[config.mk]
export PLATFORM = sky130hd
export DESIGN_NAME = bsr_seg_chain
export DESIGN_NICKNAME = d
export VERILOG_FILES = /design/src/rtl/bsr_seg_chain.sv
export SDC_FILE = /design/constraint.sdc
export NUM_CORES = 1
export LEC_CHECK = 0
export BUFFER_PORTS_ARGS = -buffer_cell sky130_fd_sc_hd__buf_2
export CELL_PAD_IN_SITES_DETAIL_PLACEMENT = 0
export CELL_PAD_IN_SITES_GLOBAL_PLACEMENT = 2
export CORE_AREA = 2 2 230 232
export CTS_BUF_LIST = sky130_fd_sc_hd__clkbuf_4 sky130_fd_sc_hd__clkbuf_8
export DETAILED_ROUTE_END_ITERATION = 8
export DIE_AREA = 0 0 232 234
export PLACE_DENSITY = 0.89
export SLEW_MARGIN = 25
export SYNTH_ARGS = -nofsm -noshare
export SYNTH_HDL_FRONTEND = slang
export SYNTH_SLANG_ARGS = --single-unit
[constraint.sdc]
create_clock -name tck -period 2.5 [get_ports tck]
set_input_delay 0.5 -clock tck [delete_from_list [all_inputs] [get_ports tck]]
set_output_delay 0.5 -clock tck [all_outputs]
set_load 0.005 [all_outputs]
[src/rtl/bsr_seg_chain.sv]
// bsr_seg_chain: segmented boundary-scan chain of NUM_CH channels, each
// CH_WIDTH bits wide. A scan-loaded segment-select register places every
// channel either in the active data chain or in a 1-bit bypass flop.
// Macro BSR_SEG_CHAIN_LEN_EN enables the chain_len popcount output; when it
// is undefined chain_len is tied to zero.
module bsr_seg_chain #(
    parameter int NUM_CH   = 6,
    parameter int CH_WIDTH = 32,
    localparam int LEN_W   = $clog2(NUM_CH*CH_WIDTH+1)
) (
    input  logic                         tck,
    input  logic                         trst,
    input  logic                         ir_select,
    input  logic                         capture_dr,
    input  logic                         shift_dr,
    input  logic                         update_dr,
    input  logic                         mode,
    input  logic                         tdi,
    output logic                         tdo,
    input  logic [NUM_CH*CH_WIDTH-1:0]   parallel_in,
    output logic [NUM_CH*CH_WIDTH-1:0]   parallel_out,
    output logic [LEN_W-1:0]             chain_len
);

    logic [NUM_CH-1:0][CH_WIDTH-1:0] sr;
    logic [NUM_CH-1:0][CH_WIDTH-1:0] up;
    logic [NUM_CH-1:0][CH_WIDTH-1:0] sr_shift;
    logic [NUM_CH-1:0]               byp;
    logic [NUM_CH-1:0]               sel_sr;
    logic [NUM_CH-1:0]               sel;
    logic [NUM_CH-1:0]               sel_sr_shift;
    logic [NUM_CH-1:0]               seg_in;
    logic [NUM_CH-1:0]               seg_out;

    // Serial output of each segment: shift stage LSB when selected, else bypass flop
    always_comb begin
        seg_out = '0;
        for (int unsigned i = 0; i < NUM_CH; i++) begin
            seg_out[i] = sel[i] ? sr[i][0] : byp[i];
        end
    end

    // Serial input of each segment: tdi for channel 0, previous segment otherwise
    always_comb begin
        seg_in    = '0;
        seg_in[0] = tdi;
        for (int unsigned i = 1; i < NUM_CH; i++) begin
            seg_in[i] = seg_out[i-1];
        end
    end

    // Next values for one shift step (data enters the MSB, leaves at bit 0)
    always_comb begin
        sr_shift = '0;
        for (int unsigned i = 0; i < NUM_CH; i++) begin
            sr_shift[i]             = sr[i] >> 1;
            sr_shift[i][CH_WIDTH-1] = seg_in[i];
        end
        sel_sr_shift           = sel_sr >> 1;
        sel_sr_shift[NUM_CH-1] = tdi;
    end

    // Serial out of whichever DR is active
    always_comb begin
        tdo = ir_select ? sel_sr[0] : seg_out[NUM_CH-1];
    end

    // DR state: strobe priority capture > shift > update, only the active DR moves
    always_ff @(posedge tck or negedge trst) begin
        if (!trst) begin
            sr     <= '0;
            up     <= '0;
            byp    <= '0;
            sel_sr <= '1;
            sel    <= '1;
        end else if (capture_dr) begin
            if (ir_select) begin
                sel_sr <= sel;
            end else begin
                for (int unsigned i = 0; i < NUM_CH; i++) begin
                    if (sel[i]) sr[i]  <= parallel_in[i*CH_WIDTH +: CH_WIDTH];
                    else        byp[i] <= 1'b0;
                end
            end
        end else if (shift_dr) begin
            if (ir_select) begin
                sel_sr <= sel_sr_shift;
            end else begin
                for (int unsigned i = 0; i < NUM_CH; i++) begin
                    if (sel[i]) sr[i]  <= sr_shift[i];
                    else        byp[i] <= seg_in[i];
                end
            end
        end else if (update_dr) begin
            if (ir_select) begin
                sel <= sel_sr;
            end else begin
                for (int unsigned i = 0; i < NUM_CH; i++) begin
                    if (sel[i]) up[i] <= sr[i];
                end
            end
        end
    end

    // Override mux: selected channels drive their update latch when mode is set
    always_comb begin
        parallel_out = parallel_in;
        for (int unsigned i = 0; i < NUM_CH; i++) begin
            if (mode && sel[i]) parallel_out[i*CH_WIDTH +: CH_WIDTH] = up[i];
        end
    end

`ifdef BSR_SEG_CHAIN_LEN_EN
    int unsigned sel_cnt;

    // Chain length: full width per selected channel, one bit per bypassed one
    always_comb begin
        sel_cnt = 0;
        for (int unsigned i = 0; i < NUM_CH; i++) begin
            sel_cnt = sel_cnt + 32'(sel[i]);
        end
        chain_len = LEN_W'(CH_WIDTH * sel_cnt + (NUM_CH - sel_cnt));
    end
`else
    // Chain length reporting not built
    always_comb begin
        chain_len = '0;
    end
`endif

endmodule

### Yosys cells after proc, flatten, opt, wreduce, memory -nomap -nowiden

Cells that the tools add are included.

* equal/unequal tests: 28
* mux-type cells: 49
* bitwise operators: 3
* reductions and logical operators: 27

Operators by type and width (count)
* 192-bit two-way mux: 4
* 32-bit two-way mux: 18
* 5-bit AND reduction: 18
* 6-bit two-way mux: 8
* 2-bit != test (second input constant): 16
* 2-bit by 1-bit != test with 1-bit output (second input constant): 12
* 1-bit two-way mux: 19
* 1-bit logical AND: 6
* 4-bit AND reduction: 1
* 1-bit NOT: 3
* 3-bit AND reduction: 1
* 2-bit nonzero test: 1

* register bits after elaboration: 402
* input bits: 200
* output and inout bits: 201
* word-level logic and storage cells: 127

### Depth between registers and ports, before layout

* word-level depth: 5
* depth in mapped cells: 7

### Least setup slack after synthesis

No wires, ideal clock.

* path kind: register to output
* start: register sel[1]
* end: output port parallel_out[33]
* data arrival time: 1.475 ns
* required time: 2.000 ns
* slack: 0.525 ns
* cell stages (with the launch flop): 5
* cell sequence: dfstp_2 -> clkbuf_1 -> nand2_1 -> buf_1 -> mux2_2

* cells in the longest elaborated chain, start to end: 2

Ends and longest elaborated chain
* start: declaration: RTL line 30 `logic [NUM_CH-1:0] sel;`
* start signal: assignment: RTL line 96 `sel <= sel_sr;`
* 1-bit logical AND: RTL line 109 `if (mode && sel[i]) parallel_out[i*CH_WIDTH +: CH_WIDTH] = up[i];`
* 32-bit two-way mux: RTL line 109
* end: declaration: RTL line 21 `output logic [NUM_CH*CH_WIDTH-1:0] parallel_out,`

Every way passes these cells.

### Final worst setup path

* start: register sel[5]
* end: output port parallel_out[187]

Same word-level chain as after synthesis.

==> qor.txt <==
initial DRC count: 722
crit end category: output pin
ys flop type: dfrtp_1
EDFF count, synth: 0
crit path cell chain: nand2_4 > buf_12 > mux2_2 > buf_2
most common cell in the synthesized netlist: mux2_2
fin cells: 2723
GPL Wtd Cong: 0.786
setup violators final: 0
Yosys top cell area share: 49.9%
CTS root buffer: clkbuf_8
Min Clock Period, post-route: 2450 ps
worst skew pair latency: 650 ps
Top Family by Delay on Critical Path: flip-flops
reg-to-reg endpoint: sr[191]
top post-synthesis cells by count: 403 x mux2_2, 390 x dfrtp_1, 381 x a21oi_1
Die H: 234 um
area grow syn2layout: 22.9%
Post-DP HPWL: 36.2 mm
YS warnings: 0
fin crit share: 97.8%
Hold Path Depth: 3
drt wl/cell: 20.2 um
Tot GR Track Use: 19.8%
Crit Path Max Fanout: 16
antenna violations before repair: 7
fraction of the yosys area taken by sequential cells: 51.6%
flop-to-flop setup slack: 520 ps
hold_sp: capture_dr
H-tree levels: 3
Starting Density: 37.6%
vias in the first global route: 14800
outcome: finished clean
clock skew: 23.7 ps
Max Root-Sink Buffers: 3
Yosys reg bits: 402
PwrDens: 1110 nW/um2
Pre-antenna DRT Iters: 5
Worst-Margin Slew: 1040 ps
FMAX: 0.409 GHz
dpl cells: 2580
Leak Pwr: 0.0111 uW
Die Span X: 232 um
max_cap viols: 0
Min-Delay Endpoint: byp[2]
CP arrival: 1950 ps
ANT nets after route: 0
layout cell share with drive strength beyond 1: 49.8%
Hold Crit Class: in -> reg
dominant cells by area after synthesis: dfrtp_1 50%, mux2_2 23%, a21oi_1 9.8%, mux2i_1 9.7%, dfstp_2 1.6%
dpl ws: 340 ps
die area: 54300 um2
Site Rows: 84
gr ovfl total: 0
final setup TNS: 0 ps
largest net degree at the start of global routing: 133
post-synth top area cell: dfrtp_1
Hold Vio Cnt, Final: 0
global-route wire length before repair: 84.5 mm
Port Buffers: 392
number of CTS-inserted buffers: 73
residual DRC count: 0
Unique masters post-synth: 26
worst path required time: 2000 ps
critical path's slowest cell: dfstp_2
Core Footprint: 52000 um2
worst IR drop on VDD: 461 uV
clock sinks: 402
vias: 14300
RSZ-0062 raised after global routing: yes
IO Count: 401
Synth Cell Area: 19500 um2
Routed WL: 54.9 mm
post-route setup slack: 54.6 ps
slew margin rel.: 30.7%
RR Startpoint: sel[4]
CP Class: reg -> out
Final Cell Area: 24000 um2
CP Launch Type: flop
synthesized area per cell: 12.4 um2
Layout Nets: 2175
Via density: 5.25
Placed Area: 22200 um2
Worst path max stage delay: 600 ps
TritonCTS clock tree: done
Crit path buffers/inverters: 2
Post-synth ARST share: 100%
Gate Count Post-Synth: 1577
Worst R2R Path Depth: 4
Clock transition at path regs: 60 ps
final slew viol count: 0
-- repair_timing --
item	in CTS	in global routing
hold buffers	1	0
hold endpoints to repair	44	0
resized for setup	4	3
cloned	0	2
setup buffers	3	2
setup endpoints to repair	92	47
-- state kept, by name (all words and copies together), names as in the netlist --
register	cells
sel	6
sr	192
byp	6
up	192
sel_sr	6
-- stage by stage --
stage / total power, uW / util (%) / hold WS [ps]
6_report: 26700 / 46.2 / 173
5_1_grt: 28500 / 46.2 / 118
4_1_cts: 27000 / 46.0 / 96.6
3_5_place_dp: 19800 / 42.7 / 475
3_3_place_gp: 19500 / 42.7 / 468
2_1_floorplan: 16500 / - / 204
-- power breakdown --
group | total [uW] | switching, uW | internal [uW]
Combinational | 8090 | 3760 | 4330
Clock | 6920 | 2880 | 4040
Sequential | 11700 | 2100 | 9610
-- layout by cell type (no fill, tap or decap), types with 2 or more instances in the layout --
cell / n
inv_1: 3
o21ai_0: 3
buf_8: 2
diode_2: 3
clkbuf_16: 2
a21oi_1: 381
o22ai_1: 12
mux2i_1: 189
clkbuf_4: 17
buf_4: 48
buf_12: 13
conb_1: 8
mux2_2: 402
dfstp_2: 12
clkbuf_8: 100
clkinvlp_4: 3
inv_6: 4
or4b_2: 4
o31ai_1: 5
nand2_2: 2
nand2_1: 17
clkinv_2: 6
bufinv_16: 2
buf_2: 389
dfrtp_1: 390
and2_1: 5
-- worst register-to-register path: stages (launching register included) --
cell and delay (ps):
dfstp_2 520, buf_4 380, mux2_2 420, mux2_2 270, mux2_2 260
-- worst max-delay path by stage --
stage               slack [ps]  depth (start not counted)  startpoint                end
global route               -30                          4      sel[5]  parallel_out[187]
finish                      50                          4      sel[5]  parallel_out[187]
detailed placement         340                          6    shift_dr             sr[38]
global placement           430                          6    shift_dr             sr[93]
CTS                         -1                          4      sel[0]   parallel_out[17]
floorplan                  520                          4      sel[1]   parallel_out[33]
-- cells by family after synthesis --
group | count (synthesis) | share of synthesized area, %
and+or+nand+nor | 36 | 1.06
AOI/OAI and AO/OA | 403 | 10.5
buffers and inverters | 143 | 3.96
DFF | 402 | 51.6
muxes | 592 | 32.9
other | 1 | 0.0192
-- routing by layer --
layer  GRT usage, %  vias up  share of wire, %
met5              0        -             0.093
met3           4.57       97               5.2
li1               -     6544                 -
met1           26.5     7263                44
met2           31.6      385                48
met4           6.71        8               2.6
-- cell type report --
cell class / instances / area [um2]
Antenna cell: 3 / 7.51
Clock buffer: 117 / 1500
Clock inverter: 15 / 148
Fill cell: 4811 / 28000
Inverter: 3 / 11.3
Multi-Input combinational cell: 1039 / 8740
Sequential cell: 402 / 10100
Tap cell: 688 / 861
Timing Repair Buffer: 456 / 2670
No activity file was read; power rests on OpenSTA's default activity.
